===== src/rtl/rr_idx_arbiter.sv =====
// Registered round-robin arbiter with a binary-index grant and a valid/ready
// handshake. The search pointer (last_idx) advances whenever a winner is
// registered, so a flushed grant still counts as having taken its turn.
module rr_idx_arbiter #(
    parameter int unsigned NUM_REQ   = 4,
    parameter int unsigned IDX_WIDTH = $clog2(NUM_REQ)
) (
    input  logic                 clk,
    input  logic                 reset_n,
    input  logic                 flush,
    input  logic [NUM_REQ-1:0]   request,
    output logic                 grant_valid,
    input  logic                 grant_ready,
    output logic [IDX_WIDTH-1:0] grant_idx
);

    logic [IDX_WIDTH-1:0] last_idx;
    logic [IDX_WIDTH-1:0] winner;
    logic                 any_req;
    logic                 load;

    assign any_req = |request;
    assign load    = !grant_valid || grant_ready;

    // Round-robin search starting one past last_idx, wrapping at NUM_REQ
    // (not at 2^IDX_WIDTH) so last_idx itself is examined last.
    always_comb begin
        int unsigned start;
        int unsigned cand;
        logic        found;
        winner = '0;
        found  = 1'b0;
        cand   = 0;
        start  = (32'(last_idx) == NUM_REQ - 1) ? 0 : 32'(last_idx) + 1;
        for (int unsigned off = 0; off < NUM_REQ; off++) begin
            cand = start + off;
            if (cand >= NUM_REQ) begin
                cand = cand - NUM_REQ;
            end
            if (!found && request[cand[IDX_WIDTH-1:0]]) begin
                found  = 1'b1;
                winner = cand[IDX_WIDTH-1:0];
            end
        end
    end

    // Grant register and pointer: flush drops the pending grant but keeps the
    // pointer advance; a stalled grant holds regardless of request changes.
    always_ff @(posedge clk or negedge reset_n) begin
        if (!reset_n) begin
            grant_valid <= 1'b0;
            grant_idx   <= '0;
            last_idx    <= IDX_WIDTH'(NUM_REQ - 1);
        end else if (flush) begin
            grant_valid <= 1'b0;
        end else if (load) begin
            if (any_req) begin
                grant_valid <= 1'b1;
                grant_idx   <= winner;
                last_idx    <= winner;
            end else begin
                grant_valid <= 1'b0;
            end
        end
    end

endmodule


===== config.mk =====
export PLATFORM = sky130hd
export DESIGN_NAME = rr_idx_arbiter
export DESIGN_NICKNAME = d
export VERILOG_FILES = /design/src/rtl/rr_idx_arbiter.sv
export SDC_FILE = /design/constraint.sdc
export NUM_CORES = 1
export LEC_CHECK = 0
export CORE_AREA = 2 2 39 41
export DETAILED_ROUTE_END_ITERATION = 12
export DIE_AREA = 0 0 41 43
export GPL_TIMING_DRIVEN = 0
export PLACE_DENSITY = 0.78
export SYNTH_ARGS = -nofsm -noshare
export SYNTH_HDL_FRONTEND = slang
export SYNTH_SLANG_ARGS = --single-unit

===== constraint.sdc =====
create_clock -name clk -period 3.5 [get_ports clk]
set_clock_uncertainty 0.05 [all_clocks]
set_input_delay 0.525 -clock clk [delete_from_list [all_inputs] [get_ports clk]]
set_output_delay 0.525 -clock clk [all_outputs]
set_load 0.03 [all_outputs]

==> summary.txt <==
======================================================================================================
Number of setup violations in the final report                                                       0
DR vias/cell                                                                                      5.80
Highest-count cells in the layout ignoring fill and taps                                  sky130_fd_sc_hd__clkdlybuf4s50_1, sky130_fd_sc_hd__inv_1, sky130_fd_sc_hd__a21oi_1
Fraction of registers with async set or reset after synthesis                                     1.00
Final sum of negative setup slack                                                                 0 ps
Area fraction in compound gates after synthesis                                                  0.225
Sinks on the clock net                                                                               5
Placed cell areas                                                                              696 um2
Routed length per placed instance                                                              13.2 um
Number of global-route vias before repair                                                          451
Die width                                                                                        41 um
Top-level I/O count                                                                                 11
Skew-Pair Late Insertion Delay                                                                  240 ps
Post-Synthesis Mean Instance Area                                                             10.3 um2
Total of cells resized after clock tree synthesis                                                    0
H-tree level count                                                                                   1
Maximum net fanout on the critical path                                                             10
Static leakage power                                                                          0.297 nW
MaxCap Viol Count                                                                                    0
Type of the worst setup path                                                              register to register
Starting Density                                                                                 0.430
Initial DRC count                                                                                    8
Dominant combinational cell family by area after synthesis                                compound AO/OA/AOI/OAI gates
Final HPWL from detailed placement                                                              880 um
Kind of launch point of the worst setup path                                                  register
Hold buffer count at cts                                                                             0
Pins over their slew limit                                                                           0
Total Routed Length                                                                            1140 um
Most frequent standard cell in the layout excluding fill and tap cells                    sky130_fd_sc_hd__clkdlybuf4s50_1
TritonCTS clock tree                                                                             built
Area of the die                                                                               1760 um2
Worst-case vdd ir drop                                                                      0.000408 V
Final Core Density                                                                               0.522
Yosys warns                                                                                          0
Simple logic cell fraction of the synthesized area                                               0.160
Total nets after synthesis                                                                          69
Standard cell with the maximum stage delay on the critical path                           sky130_fd_sc_hd__dfstp_2
Relative area change from synthesis to final layout                                              21.2%
Post-route cell area                                                                           722 um2
Run status                                                                                finished clean
Number of flops mapped to enable cells by yosys                                                      0
# rows                                                                                              14
Slew margin rel.                                                                                 0.467
Largest net degree at the start of global routing                                                   11
Root buffer cell                                                                          sky130_fd_sc_hd__clkbuf_4
Clock Tree Buf Depth                                                                                 2
Unrepaired setup endpoints after global routing                                                     no
DRC violation count after routing                                                                    0
Final Cycle Share                                                                                0.734
Required time worst endpoint                                                                   3630 ps
Total overflow reported by the global router                                                         0
Adder-Cell Fraction of Synth Area                                                               0.0630
Register area share after synthesis                                                              0.214
Synthesized cell area                                                                          596 um2
Worst slack after detailed placement                                                            941 ps
Share of the synthesized area in the top cell type                                               0.126
Final-layout fill cell count                                                                       129
Power per cell area                                                                         916 nW/um2
GRT Resource Usage Total                                                                         0.158
Count of vias placed by the detailed router                                                        499
Router iterations before antenna repair                                                              3
Crit path cell chain                                                                      buf_6 -> buf_8 -> inv_1 -> ha_1 -> buf_4 -> o21a_1 -> nor3_1 -> or4b_4 -> a31oi_1 -> mux2_4
Hold WC Path Type                                                                         primary input to async pin
Number of antenna violations at the first check in global routing                                    0
Total clock buffers created by CTS                                                                   3
Area of the core                                                                              1380 um2
Main flop type after synthesis                                                            sky130_fd_sc_hd__dfrtp_1
Post-CTS Repair Setup Buffers                                                                        0
Post-synth top area cell                                                                  sky130_fd_sc_hd__dfrtp_1
Vert. Die Dim                                                                                    43 um
Nets                                                                                                82
Highest achievable clock rate                                                                0.389 GHz
Cell variety after synth                                                                            37
Final hold violations                                                                                0
Setup crit end kind                                                                           register
Leading post-synthesis cells by cell area                                                 sky130_fd_sc_hd__dfrtp_1, sky130_fd_sc_hd__dfstp_2, sky130_fd_sc_hd__mux2_4
Clock transition at the register clock pins on the worst setup and hold paths after CTS          40 ps
CP peak stage delay                                                                             550 ps
Number of diodes                                                                                     0
Syn Inst Count                                                                                      58
Final worst slack                                                                               932 ps
Number of storage elements in the synthesis netlist                                                  5
Post-route antenna net violation count                                                               0
Mux contribution to synthesized area                                                             0.216
Routability congestion estimate from global placement                                            0.751
Worst path arrival time                                                                        2690 ps
Tightest Pin Transition                                                                         798 ps
First-pass GRT wire length                                                                     1900 um
Input/output buffers                                                                                 8
Parity-gate share of the synthesized area counting xor and xnor cells                                0
Minimum clock period                                                                           2570 ps
Fraction of final layout cells sized beyond drive strength 1                                     0.286
======================================================================================================
[metal layers]
metal,vias to the layer above,part of all wire,track usage
met5,-,0,0
met4,0,0,0.0800
met3,0,0.033,0
met2,10,0.55,0.266
met1,246,0.42,0.196
li1,243,-,-
[power breakdown]
group / leakage (nW) / switching (W) / internal (W)
logic: 0.227 / 0.000240 / 0.000246
clock network: 0.0150 / 0.0000219 / 0.0000430
registers: 0.0554 / 0.0000181 / 0.0000914
total: 0.297 / 0.000280 / 0.000381
[synthesized netlist by cell type (2+ instances only)]
library cell / n
sky130_fd_sc_hd__buf_6: 2
sky130_fd_sc_hd__ha_1: 3
sky130_fd_sc_hd__buf_4: 2
sky130_fd_sc_hd__nor2_1: 3
sky130_fd_sc_hd__a211oi_2: 2
sky130_fd_sc_hd__dfstp_2: 2
sky130_fd_sc_hd__dfrtp_1: 3
sky130_fd_sc_hd__nor3_1: 2
sky130_fd_sc_hd__a21oi_1: 4
sky130_fd_sc_hd__mux2_4: 3
sky130_fd_sc_hd__o21a_1: 3
sky130_fd_sc_hd__inv_1: 4
[worst max-delay path: cells and delay by family (launching register included)]
| family | cells | cell delay [ps] |
|---|---|---|
| AND/OR/NAND/NOR | 2 | 640 |
| flip-flops | 1 | 550 |
| buffers and inverters | 4 | 480 |
| AO/OA/AOI/OAI | 2 | 330 |
| adder cells (fa/ha/maj) | 1 | 280 |
| multiplexers | 1 | 170 |
[state kept, by name (all words and copies together) (netlist names)]
signal,flops
grant_idx,2
last_idx,2
grant_valid,1
[final cells by class]
class | instances | area [um2] | area share
tap | 16 | 20.0 | 0.0277
sequential | 5 | 128 | 0.177
timing repair buffer | 8 | 80.1 | 0.111
inverter | 4 | 15.0 | 0.0208
clock buffer | 4 | 26.3 | 0.0364
multi-input combinational | 43 | 395 | 0.548
buffer | 6 | 57.6 | 0.0797
[per-stage QoR]
step	cells	hold slack, ps	total power, W
2_1_floorplan	58	179	0.000504
3_3_place_gp	82	432	0.000585
3_5_place_dp	82	456	0.000597
4_1_cts	86	440	0.000669
5_1_grt	86	455	0.000721
6_report	86	444	0.000661
[path summary, 6_finish.rpt]
kind	slack (ps)	endpoint	from	depth (start not counted)
min in group clk	460	grant_idx[1]	grant_idx[1]	1
max in group asynchronous	2710	last_idx[0]	reset_n	1
min	440	grant_valid	reset_n	1
max	930	grant_idx[0]	last_idx[0]	10
min reg2reg	460	grant_idx[1]	grant_idx[1]	1
max reg2reg	930	grant_idx[0]	last_idx[0]	10
[cell families (layout without fill, tap and decap cells)]
group,after synthesis,count (layout)
fa+ha+maj,3,3
simple gates,15,15
flops,5,5
buf+inv,10,22
mux,8,8
compound gates,17,17
No activity file was read; power rests on OpenSTA's default activity.
